===== src/rtl/store_merge_ctrl.sv =====
// store_merge_ctrl: store controller; word stores write directly, byte/half stores read-modify-write
module store_merge_ctrl (
   input  logic        clk,
   input  logic        reset,
   input  logic        start,
   input  logic [1:0]  store_size,
   input  logic [31:0] addr,
   input  logic [31:0] B_data,
   input  logic [31:0] mem_rdata,
   output logic [31:0] mem_addr,
   output logic        mem_wr,
   output logic [31:0] mem_wdata,
   output logic        busy,
   output logic        done,
   output logic        align_exc
);
   typedef enum logic [2:0] {IDLE, READ, WAIT, MERGE, WRITE, DONE, EXC} state_t;
   state_t      state, state_n;
   logic [31:0] addr_q, b_q, rdata_q, merged;
   logic [1:0]  size_q;
   logic        bad;
   assign bad = (store_size == 2'b11) || (store_size == 2'b00 && addr[1:0] != 2'b00) ||
                (store_size == 2'b01 && addr[0]);
   // state register, operand capture on acceptance, read word capture at the end of MERGE
   always_ff @(posedge clk) begin
      if (!reset) begin
         state   <= IDLE;
         addr_q  <= '0;
         b_q     <= '0;
         size_q  <= '0;
         rdata_q <= '0;
      end else begin
         state <= state_n;
         if (state == IDLE && start) begin
            addr_q <= addr;
            b_q    <= B_data;
            size_q <= store_size;
         end
         if (state == MERGE) rdata_q <= mem_rdata;
      end
   end
   // replace the addressed byte or half lane of the registered read word
   always_comb begin
      merged = rdata_q;
      if (size_q == 2'b01) merged[{addr_q[1], 4'b0} +: 16] = b_q[15:0];
      else merged[{addr_q[1:0], 3'b0} +: 8] = b_q[7:0];
   end
   // next state and state-decoded outputs
   always_comb begin
      state_n   = state;
      mem_addr  = '0;
      mem_wr    = 1'b0;
      mem_wdata = '0;
      busy      = state != IDLE;
      done      = 1'b0;
      align_exc = 1'b0;
      case (state)
         IDLE:  if (start) state_n = bad ? EXC : (store_size == 2'b00 ? WRITE : READ);
         READ:  begin
            state_n  = WAIT;
            mem_addr = {addr_q[31:2], 2'b00};
         end
         WAIT:  begin
            state_n  = MERGE;
            mem_addr = {addr_q[31:2], 2'b00};
         end
         MERGE: begin
            state_n  = WRITE;
            mem_addr = {addr_q[31:2], 2'b00};
         end
         WRITE: begin
            state_n   = DONE;
            mem_addr  = {addr_q[31:2], 2'b00};
            mem_wr    = 1'b1;
            mem_wdata = size_q == 2'b00 ? b_q : merged;
         end
         DONE:  begin
            state_n = IDLE;
            done    = 1'b1;
         end
         EXC:   begin
            state_n   = IDLE;
            align_exc = 1'b1;
         end
         default: state_n = IDLE;
      endcase
   end
endmodule

===== config.mk =====
export PLATFORM = sky130hd
export DESIGN_NAME = store_merge_ctrl
export DESIGN_NICKNAME = d
export VERILOG_FILES = /design/src/rtl/store_merge_ctrl.sv
export SDC_FILE = /design/constraint.sdc
export NUM_CORES = 1
export LEC_CHECK = 0
export ABC_AREA = 1
export BUFFER_PORTS_ARGS = -buffer_cell sky130_fd_sc_hd__buf_4
export CORE_MARGIN = 4
export CORE_UTILIZATION = 57
export CTS_BUF_LIST = sky130_fd_sc_hd__clkbuf_2
export CTS_CLUSTER_SIZE = 30
export DETAILED_ROUTE_END_ITERATION = 10
export HOLD_SLACK_MARGIN = 0.08
export MAX_ROUTING_LAYER = met4
export PLACE_DENSITY_LB_ADDON = 0.1
export SYNTH_ARGS = -nofsm -noshare
export SYNTH_HDL_FRONTEND = slang
export SYNTH_SLANG_ARGS = --single-unit

===== constraint.sdc =====
create_clock -name clk -period 5.35 [get_ports clk]
set_input_delay 0.535 -clock clk [delete_from_list [all_inputs] [get_ports clk]]
set_output_delay 0.535 -clock clk [all_outputs]
set_load 0.03 [all_outputs]

### Word-level counts from Yosys, hierarchy flattened

Index checks and enable logic that the tools add are counted.

| storage, ports and cells | value |
|---|---|
| register bits | 101 |
| output and inout port bits | 68 |

| cells by class | value |
|---|---|
| add/sub/neg operators | 2 |
| eq/ne operators | 10 |
| shift operators | 4 |
| multiplexer cells | 13 |
| reductions and logical operators | 11 |

Operators by type and width:

| kind | number |
|---|---|
| two-way mux 32 bit | 4 |
| bitwise mux 32 bit | 2 |
| variable shift 16 x 7 -> 32 bit, first input constant | 1 |
| variable shift 8 x 7 -> 32 bit, first input constant | 1 |
| variable part select 16 x 7 -> 32 bit | 1 |
| variable part select 8 x 7 -> 32 bit | 1 |
| case mux 3 bit (5 select lines) | 1 |
| negator 5 -> 7 bit | 2 |
| equality test 3 bit, second input constant | 3 |
| two-way mux 3 bit | 3 |
| equality test 3 x 2 -> 1 bit, second input constant | 2 |
| equality test 2 x 1 -> 1 bit, second input constant | 2 |
| zero test 2 bit | 2 |
| OR reduction 4 bit | 1 |
| equality test 3 x 1 -> 1 bit, second input constant | 1 |
| logical AND 1 bit | 3 |
| zero test 3 bit | 1 |
| two-way mux 1 bit | 3 |
| nonzero test 3 bit | 1 |
| equality test 2 bit, second input constant | 1 |
| logical OR 1 bit | 2 |
| != test 2 bit, second input constant | 1 |
| nonzero test 2 bit | 1 |

### Depth between registers and ports, before layout

| logic depth | value |
|---|---|
| depth after elaboration | 7 |
| gate-level depth with buffers | 11 |

### Worst setup path after synthesis

Ideal clock, no wire load.

| path | value |
|---|---|
| path type | register to output |
| start | register addr_q[1] |
| end | output port mem_wdata[31] |
| arrival | 1954 ps |
| data required time | 4815 ps |
| slack | 2861 ps |
| cell stages (with the launch flop) | 9 |
| buffers on the path | 1 |
| cells stage by stage | dfxtp_1 inv_2 buf_2 ha_1 nor2_1 nand3_1 nand2_1 nand2_1 a21oi_1 |

| between the ends | value |
|---|---|
| word-level cells in the longest chain between the ends | 6 |

RTL lines:

| item | line | RTL |
|---|---|---|
| start, declared | 19 | `logic [31:0] addr_q, b_q, rdata_q, merged;` |
| start signal, assigned | 35 | `addr_q <= addr;` |
| negator 5 -> 7 bit, on equally long branches | 45, 46 |  |
| variable part select 16 x 7 -> 32 bit, or another cell as far along | 45 | `if (size_q == 2'b01) merged[{addr_q[1], 4'b0} +: 16] = b_q[15:0];` |
| bitwise mux 32 bit, on equally long branches | 45, 46 |  |
| two-way mux 32 bit (*) | 45 |  |
| two-way mux 32 bit (*) | 75 | `mem_wdata = size_q == 2'b00 ? b_q : merged;` |
| two-way mux 32 bit (*) | 57 | `case (state)` |
| end, declared | 12 | `output logic [31:0] mem_wdata,` |

Mark *: on every way between the ends. The rest lies on a longest branch, timed or not.

### Final worst setup path

| path | value |
|---|---|
| start | register state[1] |
| end | output port mem_addr[9] |

| between the ends | value |
|---|---|
| word-level cells in the longest chain between the ends | 3 |

RTL lines:

| item | line | RTL |
|---|---|---|
| start, declared | 18 | `state_t state, state_n;` |
| start signal, assigned | 33 | `state <= state_n;` |
| equality test 3 x 2 -> 1 bit, or another cell as far along | 57 |  |
| OR reduction 4 bit (no line) (*) | - |  |
| two-way mux 32 bit (*) | 57 |  |
| end, declared | 10 | `output logic [31:0] mem_addr,` |

Marks and branches as above.

==> qor.txt <==
Share of cells above drive strength 1: 20.7%
Library cells used by synthesis: 24
Post-DR vias/cell: 5.31
Slowest stage delay, CP: 0.84 ns
Synth Instances: 861
Largest net degree at the start of global routing: 69
Termination of the worst setup path: mem_addr[9]
CP Launch Point: state[1]
Drt wl/cell: 14.7 um
Root buffer cell: clkbuf_2
Cts hold-fix bufs: 0
CTS clk-pin slew, worst paths: 0.31 ns
Avg Cell Area, Syn: 6.29 um^2
Top cell type by total area after synthesis: dfxtp_1
Worst r2r src: state[1]
Setup crit start kind: flop
Worst path cell trace: nor2_1 -> nand2_1 -> inv_2 -> nor2_1 -> o21a_1 -> nor2_1 -> buf_4
Die X: 105 um
Yosys reg bits: 101
F_max: 256 MHz
Core area: 9240 um^2
Port Buf Inserts: 166
CTS tree: done
Full die area: 11100 um^2
Final Util: 72.2%
# rows: 35
Register area: 2020 um^2
Most frequent CP cell: nor2_1
N_diodes: 0
Most common cell after layout, fill and taps aside: buf_4
Total Wirelength: 16400 um
Die Height: 105 um
Worst setup margin: 1.45 ns
Hold Fails Final Rpt: 0
Min-Delay Path Depth: 3
Final setup violating endpoints: 0
Detailed-route via count: 5923
Peak fanout along the critical path: 30
Area grow syn2layout: 23.3%
Top cells by area, synth: dfxtp_1, nand2_1, a21oi_1, nor2_1, nand3_1
Status: complete, no violations
DRT iter0 DRCs: 489
Critical path required time: 4.82 ns
Power Density: 325 nW/um^2
Worst-case vdd ir drop: 321 uV
Pre-CTS WS: 2.16 ns
Filler cells: 842
Slew margin rel.: 26.0%
Critical path type: reg2out
R2R setup slack: 3.04 ns
Starting density of the core: 58.6%
Worst hold margin: 0.114 ns
Number of global-route vias before repair: 5315
Post-route setup TNS: 0 ns
Worst Skew: 0.0312 ns
Synthesized area: 5410 um^2
Post-CTS setup buffer count: 0
R2R depth: 5
Worst skew pair latency: 0.61 ns
CTS resizes: 0
Reg-to-Reg End: rdata_q[8]
Gr usage total: 29.3%
CTS Buffer Depth: 2
Final period utilization: 72.9%
Crit path time final: 3.90 ns
Critical path's slowest cell: o21a_1
Final ANT Viol Nets: 0
Multi-input logic area: 2780 um^2
Worst min path class: in2reg
RePlAce Congestion: 1.03
First-pass detailed-route iteration total: 5
Most frequent cells in the layout: buf_4, nand2_1, nor2_1
Pleak: 0.00295 uW
Worst EP arrival: 3.37 ns
Slew @ Worst Pin: 1.11 ns
Layout Nets: 1088
Max cap viols: 0
RSZ-0062 raised after global routing: false
Seq/Total Area, Yosys: 37.4%
Top-area cell type share of the netlist area: 37.4%
Overflow after GRT: 0
I/O Pins: 169
Drc violations: 0
Slew Limit Fails: 0
Global-route wire length before repair: 26000 um
Ys Warns: 0
Crit path capture type: output pin
Initial antenna violation count: 0
CTS Buf Count: 9
Max H-tree Level: 3
Pwr Total: 2170 uW
DP HPWL: 11600 um
Clock Sink Count: 101
[Yosys cell counts]
| cell | n |
|---|---|
| conb_1 | 1 |
| o21ai_0 | 63 |
| a21oi_1 | 115 |
| a31oi_1 | 2 |
| clkbuf_2 | 1 |
| o21ai_1 | 20 |
| buf_6 | 2 |
| nor3_1 | 6 |
| clkbuf_1 | 25 |
| o21a_1 | 1 |
| nor2_4 | 1 |
| buf_2 | 21 |
| inv_2 | 10 |
| nor2_1 | 139 |
| dfxtp_1 | 101 |
| ha_1 | 5 |
| nand3b_1 | 2 |
| nand3_1 | 89 |
| nand2_1 | 166 |
| buf_4 | 10 |
| nor2_2 | 4 |
| nand2_2 | 3 |
| inv_1 | 73 |
| o21ai_2 | 1 |
[kinds of logic (layout without fill, tap and decap cells)]
| family | Yosys count | in the layout | share of synthesized area (%) |
|---|---|---|---|
| AO/OA/AOI/OAI | 202 | 202 | 18.8 |
| AND/OR/NAND/NOR | 410 | 410 | 31.2 |
| buffers and inverters | 142 | 267 | 11.3 |
| adder cells (fa/ha/maj) | 5 | 5 | 1.16 |
| flip-flops | 101 | 101 | 37.4 |
| other | 1 | 2 | 0.0693 |
[area by class of cell]
type                    instances  share of cell area (%)
clock inverters                 7                    1.37
multi-input cells             619                    41.7
flip-flops and latches        101                    30.3
clock buffers                   9                   0.675
repair buffers                168                    18.9
well taps                     129                    2.42
inverters                      83                    4.67
[worst max-delay path, delay by kind of cell (launching register included)]
family          cells  cell delay, ns
compound gates      1            0.84
buf+inv             2            0.48
flops               1            0.47
simple gates        4            0.95
[where the power goes]
part	total, uW	switching [uW]	internal [uW]	leakage [uW]
Clock	408	288	120	0.0000778
Sequential	929	81.6	848	0.000824
Combinational	831	561	270	0.00205
Total	2170	931	1240	0.00295
[registers in the layout (all words and copies together) (netlist names)]
name     count
size_q       2
rdata_q     32
b_q         32
addr_q      32
state        3
[worst min-delay path by stage]
stage / start / end
6_report: mem_rdata[6] / rdata_q[6]
5_1_grt: mem_rdata[5] / rdata_q[5]
4_1_cts: mem_rdata[6] / rdata_q[6]
3_5_place_dp: b_q[26] / b_q[26]
3_3_place_gp: b_q[16] / b_q[16]
2_1_floorplan: b_q[16] / b_q[16]
[per-stage QoR]
stage,cell area [um^2],cells
final,6670,1116
after detailed placement,6540,1100
after CTS,6670,1116
after global placement,6540,1100
after floorplan,5420,862
after global routing,6670,1116
[per-layer routing]
| layer | up-vias | GRT usage [%] | wire, um |
|---|---|---|---|
| met4 | 0 | 7.59 | 267 |
| met5 | - | - | 0 |
| li1 | 3001 | - | - |
| met1 | 2632 | 40.1 | 7180 |
| met2 | 264 | 44.8 | 7540 |
| met3 | 26 | 5.27 | 1410 |
Note: power is estimated with default switching activity, not from simulation.
